`config.mk`:
```
export PLATFORM = sky130hd
export DESIGN_NAME = adler32_sched
export DESIGN_NICKNAME = d
export VERILOG_FILES = /design/src/rtl/adler32_pkg.sv /design/src/rtl/adler32_rr_arb.sv /design/src/rtl/adler32_sched.sv
export SDC_FILE = /design/constraint.sdc
export NUM_CORES = 1
export LEC_CHECK = 0
export ABC_CLOCK_PERIOD_IN_PS = 5500
export BUFFER_PORTS_ARGS = -buffer_cell sky130_fd_sc_hd__buf_2
export CORE_ASPECT_RATIO = 0.6
export CORE_MARGIN = 2
export CORE_UTILIZATION = 58
export CTS_CLUSTER_DIAMETER = 40
export DETAILED_ROUTE_END_ITERATION = 8
export GPL_ROUTABILITY_DRIVEN = 0
export GPL_TIMING_DRIVEN = 1
export HOLD_SLACK_MARGIN = 0.15
export MAX_ROUTING_LAYER = met4
export PLACE_DENSITY = 0.93
export RECOVER_POWER = 25
export REMOVE_ABC_BUFFERS = 1
export SETUP_SLACK_MARGIN = 0.2
export SLEW_MARGIN = 20
export SYNTH_ARGS = -nofsm -noshare
export SYNTH_HDL_FRONTEND = slang
export SYNTH_HIERARCHICAL = 1
export SYNTH_SLANG_ARGS = --single-unit
```
`constraint.sdc`:
```
create_clock -name clock -period 5.5 [get_ports clock]
set_input_delay 0.55 -clock clock [delete_from_list [all_inputs] [get_ports clock]]
set_output_delay 0.55 -clock clock [all_outputs]
set_load 0.02 [all_outputs]
```
`src/rtl/adler32_pkg.sv`:
```
// Shared definitions for the Adler-32 job scheduler: FSM states and checksum constants.
package adler32_pkg;

  typedef enum logic [2:0] {
    ST_IDLE,
    ST_LOAD,
    ST_START,
    ST_STREAM,
    ST_WAIT,
    ST_RESP
  } state_t;

  localparam int unsigned ADLER_MOD    = 65521;
  localparam logic [31:0] ADLER_INIT   = 32'h0000_0001;
  localparam int unsigned WAIT_MAX_DEF = 8;

endpackage

```
`src/rtl/adler32_rr_arb.sv`:
```
// Two-way round-robin picker: with both requesters asking, the one not served last wins.
module adler32_rr_arb
  import adler32_pkg::*;
(
  input  logic [1:0] req,
  input  logic       last,
  output logic [1:0] pick
);

  // combinational one-hot pick; the last-served pointer lives in the parent
  always_comb begin
    pick = req;
    if (req == 2'b11) begin
      pick = last ? 2'b01 : 2'b10;
    end
  end

endmodule

```
`src/rtl/adler32_sched.sv`:
```
// Schedules checksum jobs from two requesters onto one shared Adler-32 engine.
module adler32_sched
  import adler32_pkg::*;
#(
  parameter int unsigned WAIT_MAX = WAIT_MAX_DEF
) (
  input  logic        clock,
  input  logic        rst_n,
  input  logic [1:0]  req,
  input  logic [63:0] req_size,
  input  logic [15:0] req_data,
  input  logic [1:0]  req_data_valid,
  output logic [1:0]  gnt,
  output logic [1:0]  data_ready,
  output logic [1:0]  done,
  output logic        resp_err,
  output logic [31:0] resp_checksum,
  output logic        eng_size_valid,
  output logic [31:0] eng_size,
  output logic        eng_data_start,
  output logic [7:0]  eng_data,
  input  logic        eng_checksum_valid,
  input  logic [31:0] eng_checksum
);

  state_t      state;
  state_t      state_nxt;
  logic        owner;
  logic        last;
  logic [31:0] size_q;
  logic [31:0] remaining;
  logic [31:0] wait_cnt;
  logic        err_q;
  logic [1:0]  pick;
  logic [1:0]  own_oh;
  logic [7:0]  own_byte;
  logic        own_valid;
  logic [31:0] pick_size;
  logic        wait_expired;

  adler32_rr_arb u_arb (
    .req  (req),
    .last (last),
    .pick (pick)
  );

  assign own_oh       = owner ? 2'b10 : 2'b01;
  assign own_byte     = owner ? req_data[15:8] : req_data[7:0];
  assign own_valid    = req_data_valid[owner];
  assign pick_size    = pick[1] ? req_size[63:32] : req_size[31:0];
  assign wait_expired = (wait_cnt == WAIT_MAX - 1);

  // state register
  always_ff @(posedge clock or negedge rst_n) begin
    if (!rst_n) begin
      state <= ST_IDLE;
    end else begin
      state <= state_nxt;
    end
  end

  // next-state and all handshake/engine outputs, decoded from the current state
  always_comb begin
    state_nxt      = state;
    gnt            = 2'b00;
    data_ready     = 2'b00;
    done           = 2'b00;
    resp_err       = 1'b0;
    eng_size_valid = 1'b0;
    eng_size       = 32'd0;
    eng_data_start = 1'b0;
    eng_data       = 8'd0;
    case (state)
      ST_IDLE: begin
        if (|req) begin
          state_nxt = (pick_size == 32'd0) ? ST_RESP : ST_LOAD;
        end
      end
      ST_LOAD: begin
        gnt            = own_oh;
        eng_size_valid = 1'b1;
        eng_size       = size_q;
        state_nxt      = ST_START;
      end
      ST_START: begin
        gnt            = own_oh;
        eng_data_start = 1'b1;
        state_nxt      = ST_STREAM;
      end
      ST_STREAM: begin
        gnt        = own_oh;
        data_ready = own_oh;
        if (own_valid) begin
          eng_data = own_byte;
          if (remaining == 32'd1) begin
            state_nxt = ST_WAIT;
          end
        end else begin
          // a starved stream is abandoned at once; the engine sees a zero byte
          state_nxt = ST_RESP;
        end
      end
      ST_WAIT: begin
        gnt = own_oh;
        if (eng_checksum_valid || wait_expired) begin
          state_nxt = ST_RESP;
        end
      end
      ST_RESP: begin
        gnt       = own_oh;
        done      = own_oh;
        resp_err  = err_q;
        state_nxt = ST_IDLE;
      end
      default: state_nxt = ST_IDLE;
    endcase
  end

  // job context: owner, size, byte countdown, wait timer, error flag and held result
  always_ff @(posedge clock or negedge rst_n) begin
    if (!rst_n) begin
      owner         <= 1'b0;
      last          <= 1'b1;
      size_q        <= 32'd0;
      remaining     <= 32'd0;
      wait_cnt      <= 32'd0;
      err_q         <= 1'b0;
      resp_checksum <= 32'd0;
    end else begin
      case (state)
        ST_IDLE: begin
          if (|req) begin
            owner     <= pick[1];
            size_q    <= pick_size;
            remaining <= pick_size;
            wait_cnt  <= 32'd0;
            err_q     <= (pick_size == 32'd0);
            if (pick_size == 32'd0) begin
              resp_checksum <= ADLER_INIT;
            end
          end
        end
        ST_STREAM: begin
          if (own_valid) begin
            remaining <= remaining - 32'd1;
          end else begin
            err_q         <= 1'b1;
            resp_checksum <= ADLER_INIT;
          end
        end
        ST_WAIT: begin
          if (eng_checksum_valid) begin
            err_q         <= 1'b0;
            resp_checksum <= eng_checksum;
          end else if (wait_expired) begin
            err_q         <= 1'b1;
            resp_checksum <= ADLER_INIT;
          end else begin
            wait_cnt <= wait_cnt + 32'd1;
          end
        end
        ST_RESP: begin
          last <= owner;
        end
        default: begin
        end
      endcase
    end
  end

endmodule

```
# [After elaboration in Yosys (flattened, before gate mapping)]
# Cells that the tools add are included.
[op_classes] n_addsub=2 n_mul=0 div=0 magnitude_cmp=1 eq_ne=17 shift=0 muxes=40 n_bitwise=0 reduce_logical=14
[ops] operator="two-way mux 32 bit" count=12
[ops] operator="one-hot mux 32 bit (2 select lines)" count=2
[ops] operator="one-hot mux 32 bit (3 select lines)" count=1
[ops] operator="adder 32 x 1 -> 32 bit, second input constant" count=1
[ops] operator="equality test 32 x 1 -> 1 bit, second input constant" count=1
[ops] operator="equality test 32 x 3 -> 1 bit, second input constant" count=1
[ops] operator="zero test 32 bit" count=1
[ops] operator="subtractor 32 x 1 -> 32 bit, second input constant" count=1
[ops] operator="two-way mux 8 bit" count=3
[ops] operator="two-way mux 3 bit" count=5
[ops] operator="one-hot mux 3 bit (5 select lines)" count=1
[ops] operator="inequality test 2 bit, second input constant" count=7
[ops] operator="two-way mux 2 bit" count=6
[ops] operator="two-way mux 1 bit" count=9
[ops] operator="AND reduction 4 bit" count=2
[ops] operator="equality test 3 x 2 -> 1 bit, second input constant" count=2
[ops] operator="equality test 3 bit, second input constant" count=2
[ops] operator="inequality test 3 bit, second input constant" count=2
[ops] operator="AND reduction 3 bit" count=2
[ops] operator="AND reduction 5 bit" count=1
[ops] operator="OR reduction 5 bit" count=1
[ops] operator="nonzero test 2 bit" count=2
[ops] operator="equality test 3 x 1 -> 1 bit, second input constant" count=1
[ops] operator="zero test 3 bit" count=1
[ops] operator="other kinds (7)" count=7
[word_totals] reg_bits=134 latch_bits=0 ramBits=0 romBits=0 inputBits=119 out_inout_bits=81 elab_cells=82 n_memories=0

# [Depth between registers and ports, before layout]
[depth] ltp_word=7 mapped_depth=8 depth_no_buf=7

# [Hierarchy]
# The synthesis kept the hierarchy.
[by_module_without_submodules] mod="adler32_sched" instances=1 cells_each=789 area_each_um2=7485.9 seq_area_each_um2=3354.5
[by_module_without_submodules] mod="adler32_rr_arb" instances=1 cells_each=3 area_each_um2=18.8 seq_area_each_um2=0.0

# [Worst setup path before layout]
# Ideal clock, no wire load.
[synth_path] kind="in2reg" from="input req[1]" to="register resp_checksum[10]" setup_time_ns=0.121 arrival_ns=2.226 required_time_ns=5.379 setup_slack_ns=3.152 stages=7 n_path_buf=2 path_cell_list="a21boi_0 > clkbuf_1 > mux2i_1 > o2111a_1 > nand4_2 > buf_2 > a32o_1"
[synth_via] elab_chain_len=6 word_cells_on_any_way=8 classes_between="3 x eq/ne; 2 x mux; 3 x reduce/logical"
[synth_lines] item="from (decl)" line="adler32_sched.sv:9" rtl="input logic [1:0] req,"
[synth_lines] item="equality test 2 bit" line="adler32_rr_arb.sv:13" rtl="if (req == 2'b11) begin"
[synth_lines] item="two-way mux 2 bit" line="adler32_rr_arb.sv:13"
[synth_lines] item="two-way mux 32 bit" line="adler32_sched.sv:50" rtl="assign pick_size = pick[1] ? req_size[63:32] : req_size[31:0];"
[synth_lines] item="zero test 32 bit" line="adler32_sched.sv:138" rtl="if (pick_size == 32'd0) begin"
[synth_lines] item="inequality test 2 bit (no source line)"
[synth_lines] item="AND reduction 5 bit (no source line) *"
[synth_lines] item="to (signal assigned)" line="adler32_sched.sv:154" rtl="resp_checksum <= eng_checksum;"
[synth_lines] item="to (decl)" line="adler32_sched.sv:17" rtl="output logic [31:0] resp_checksum,"
# Every way passes the cells marked *; elsewhere a longest branch is shown, timed or not.
# A chain may end at the register's enable or synchronous reset.

# [Worst setup path after layout]
[layout_path] from="register last" to="register resp_checksum[20]"
[layout_via] elab_chain_len=6
[layout_lines] item="from (decl)" line="adler32_sched.sv:29" rtl="logic last;"
[layout_lines] item="from (signal assigned)" line="adler32_sched.sv:163" rtl="last <= owner;"
[layout_lines] item="two-way mux 2 bit" line="adler32_rr_arb.sv:14" rtl="pick = last ? 2'b01 : 2'b10;"
[layout_lines] item="two-way mux 2 bit" line="adler32_rr_arb.sv:13"
[layout_lines] item="via pick[1]" line="adler32_sched.sv:34" rtl="logic [1:0] pick;"
[layout_lines] item="two-way mux 32 bit" line="adler32_sched.sv:50"
[layout_lines] item="zero test 32 bit" line="adler32_sched.sv:138"
[layout_lines] item="inequality test 2 bit (no source line)"
[layout_lines] item="AND reduction 5 bit (no source line)"
# The timed path passes the listed nets, and every way through them passes these cells.

==> out/results.txt <==
Clk_skew: 0.00823 ns
FF-to-FF path depth: 7
Largest net degree at the start of global routing: 91
Final #Nets: 1,084
Clk buf depth: 2
Critical path class: flop to flop
Sequential share of power: 35.5%
First-pass detailed-route iteration total: 6
Wire per inst: 19.8 µm
Ratio of cells with drive above 1 in the final layout: 27.7%
Root buf cell: clkbuf_16
Max-cap viol count: 0
Cell Area, Synth: 0.00749 mm²
Setup bufs post-CTS: 0
CTS tree: built
Core Box Area: 0.0127 mm²
Worst reg2reg setup slack: 1.87 ns
Worst-Skew Late Latency: 0.43 ns
Pint: 0.00264 W
Number of I/O pins: 200
Setup crit start: last
Vias in the first global route: 6,833
Status: complete, no violations
Worst EP required: 5.80 ns
Clock network power share: 24.5%
First-pass GRT wire length: 35,700 µm
Clock transition at the registers of the reported paths: 0.06 ns
Die Y: 92.0 µm
TritonCTS Buffers: 17
Port bufs: 199
VDD IR max: 0.357 mV
Switching pwr: 0.00197 W
Slew margin rel.: 39.8%
Worst Tran Pin Value: 0.903 ns
Post-route ant nets: 0
Comb pwr share: 40.0%
Initial antenna violation count: 1
Worst reg2reg path endpoint: resp_checksum[20]
Area Overhead vs Synth: 22.0%
CTS Sinks: 134
Pwr/cell area: 505 mW/mm²
Aggregate global routing overflow: 0
Lkg Pwr: 4.17 nW
Setup violations, final: 0
Final design utilization: 71.8%
Unrepaired setup endpoints after global routing: no
Post-route minimum period: 3.63 ns
Via Count: 7,446
Die W: 151 µm
Switching portion of total power: 42.8%
All-layer global routing usage: 34.1%
Fin. max-slew vios: 0
Ys Warns: 6
Drt total wl: 22,700 µm
Hold Path Class: input pin to asynchronous set/reset pin
Detail Placement HPWL: 15,700 µm
Achievable clock frequency: 0.275 GHz
Site Rows: 32
Final Hold Vio Count: 0
Starting density of the core: 58.9%
Final period util: 66.0%
Crit end category: flop
Arrival time of the worst setup path: 3.93 ns
Post-CTS sizing: 0
Crit start category: flop
Die footprint: 0.0139 mm²
Post-layout total power: 0.00461 W
Post-synthesis cell count: 790
Critical path peak fanout: 32
DRT iter0 DRCs: 825
Cts hold-fix bufs: 0
Avg Inst Size Synth: 9.49 µm²
DRC Markers: 0
Vias per cell: 6.50
H-tree depth: 4
Reg2Reg Launch Point: last
## through the flow
stage	instances	hold slack (ns)	instance area [µm²]	setup WS, ns	TNS, ns
floorplan	734	0.254	7230	-0.641	-20.41
global placement	1113	0.454	8550	1.79	0
detailed placement	1113	0.466	8550	1.66	0
CTS	1145	0.250	9130	1.93	0
global route	1146	0.288	9140	1.69	0
finish	1146	0.207	9140	1.87	0
## layout make-up
class	instances	area [µm²]
Clock buffer	17	425
Multi-Input combinational cell	588	3870
Tap cell	170	213
Inverter	12	45.0
Sequential cell	134	3350
Timing Repair Buffer	209	1080
Antenna cell	1	2.50
Clock inverter	15	154
Fill cell	914	3590
## worst max path at each step
stage	to	slack [ns]	depth (start not counted)
5_1_grt	resp_checksum[16]	1.69	7
3_5_place_dp	resp_checksum[20]	1.66	8
6_report	resp_checksum[20]	1.87	7
3_3_place_gp	resp_checksum[17]	1.79	8
2_1_floorplan	resp_checksum[10]	-0.64	6
4_1_cts	resp_checksum[20]	1.93	7
## worst max-delay path: stages, from the launching register on
cell,delay [ns]
dfstp_2,0.38
a21boi_4,0.55
buf_4,0.42
nor4b_1,0.27
nand4_1,0.22
o22ai_1,0.36
nand4_2,0.74
a32o_1,0.54
## cell usage in the layout, fill, tap and decap left out, types with 4 or more instances in the layout
master	n
inv_6	8
o22ai_1	4
o21ai_0	46
o211ai_1	6
and2_1	38
a32o_1	35
a22o_1	6
and3_1	7
nand2_1	66
o21ai_1	21
o31ai_1	7
mux2i_1	41
a311oi_1	5
a21oi_1	43
a211oi_1	5
and4_1	11
nand3_1	17
clkbuf_16	17
a31oi_1	5
inv_1	12
buf_4	10
nand4_1	15
nor3_1	24
xor2_1	4
nor4_1	19
o2111ai_1	4
buf_2	198
nor2_1	54
or4_1	6
or3_1	22
dfrtp_1	133
o21a_1	9
## power by group through the flow
| stage | clock network [W] | logic, W | registers, W |
|---|---|---|---|
| global route | 0.00119 | 0.00200 | 0.00168 |
| CTS | 0.00114 | 0.00182 | 0.00162 |
| floorplan | 0 | 0.00114 | 0.00164 |
| finish | 0.00113 | 0.00184 | 0.00164 |
| global placement | 0 | 0.00175 | 0.00161 |
| detailed placement | 0 | 0.00180 | 0.00163 |
## flip-flops by register name, summed over array words and instances, names as in the netlist
signal,count
owner,1
err_q,1
resp_checksum,32
wait_cnt,32
remaining,32
state,3
last,1
size_q,32
## layer usage
layer,vias up,part of all wire (%),track usage [%]
met4,0,2.1,10.6
met2,511,44,47.0
met1,3558,42,49.7
li1,3329,-,-
met5,-,0,-
met3,48,12,8.16
Note: power is estimated with default switching activity, not from simulation.
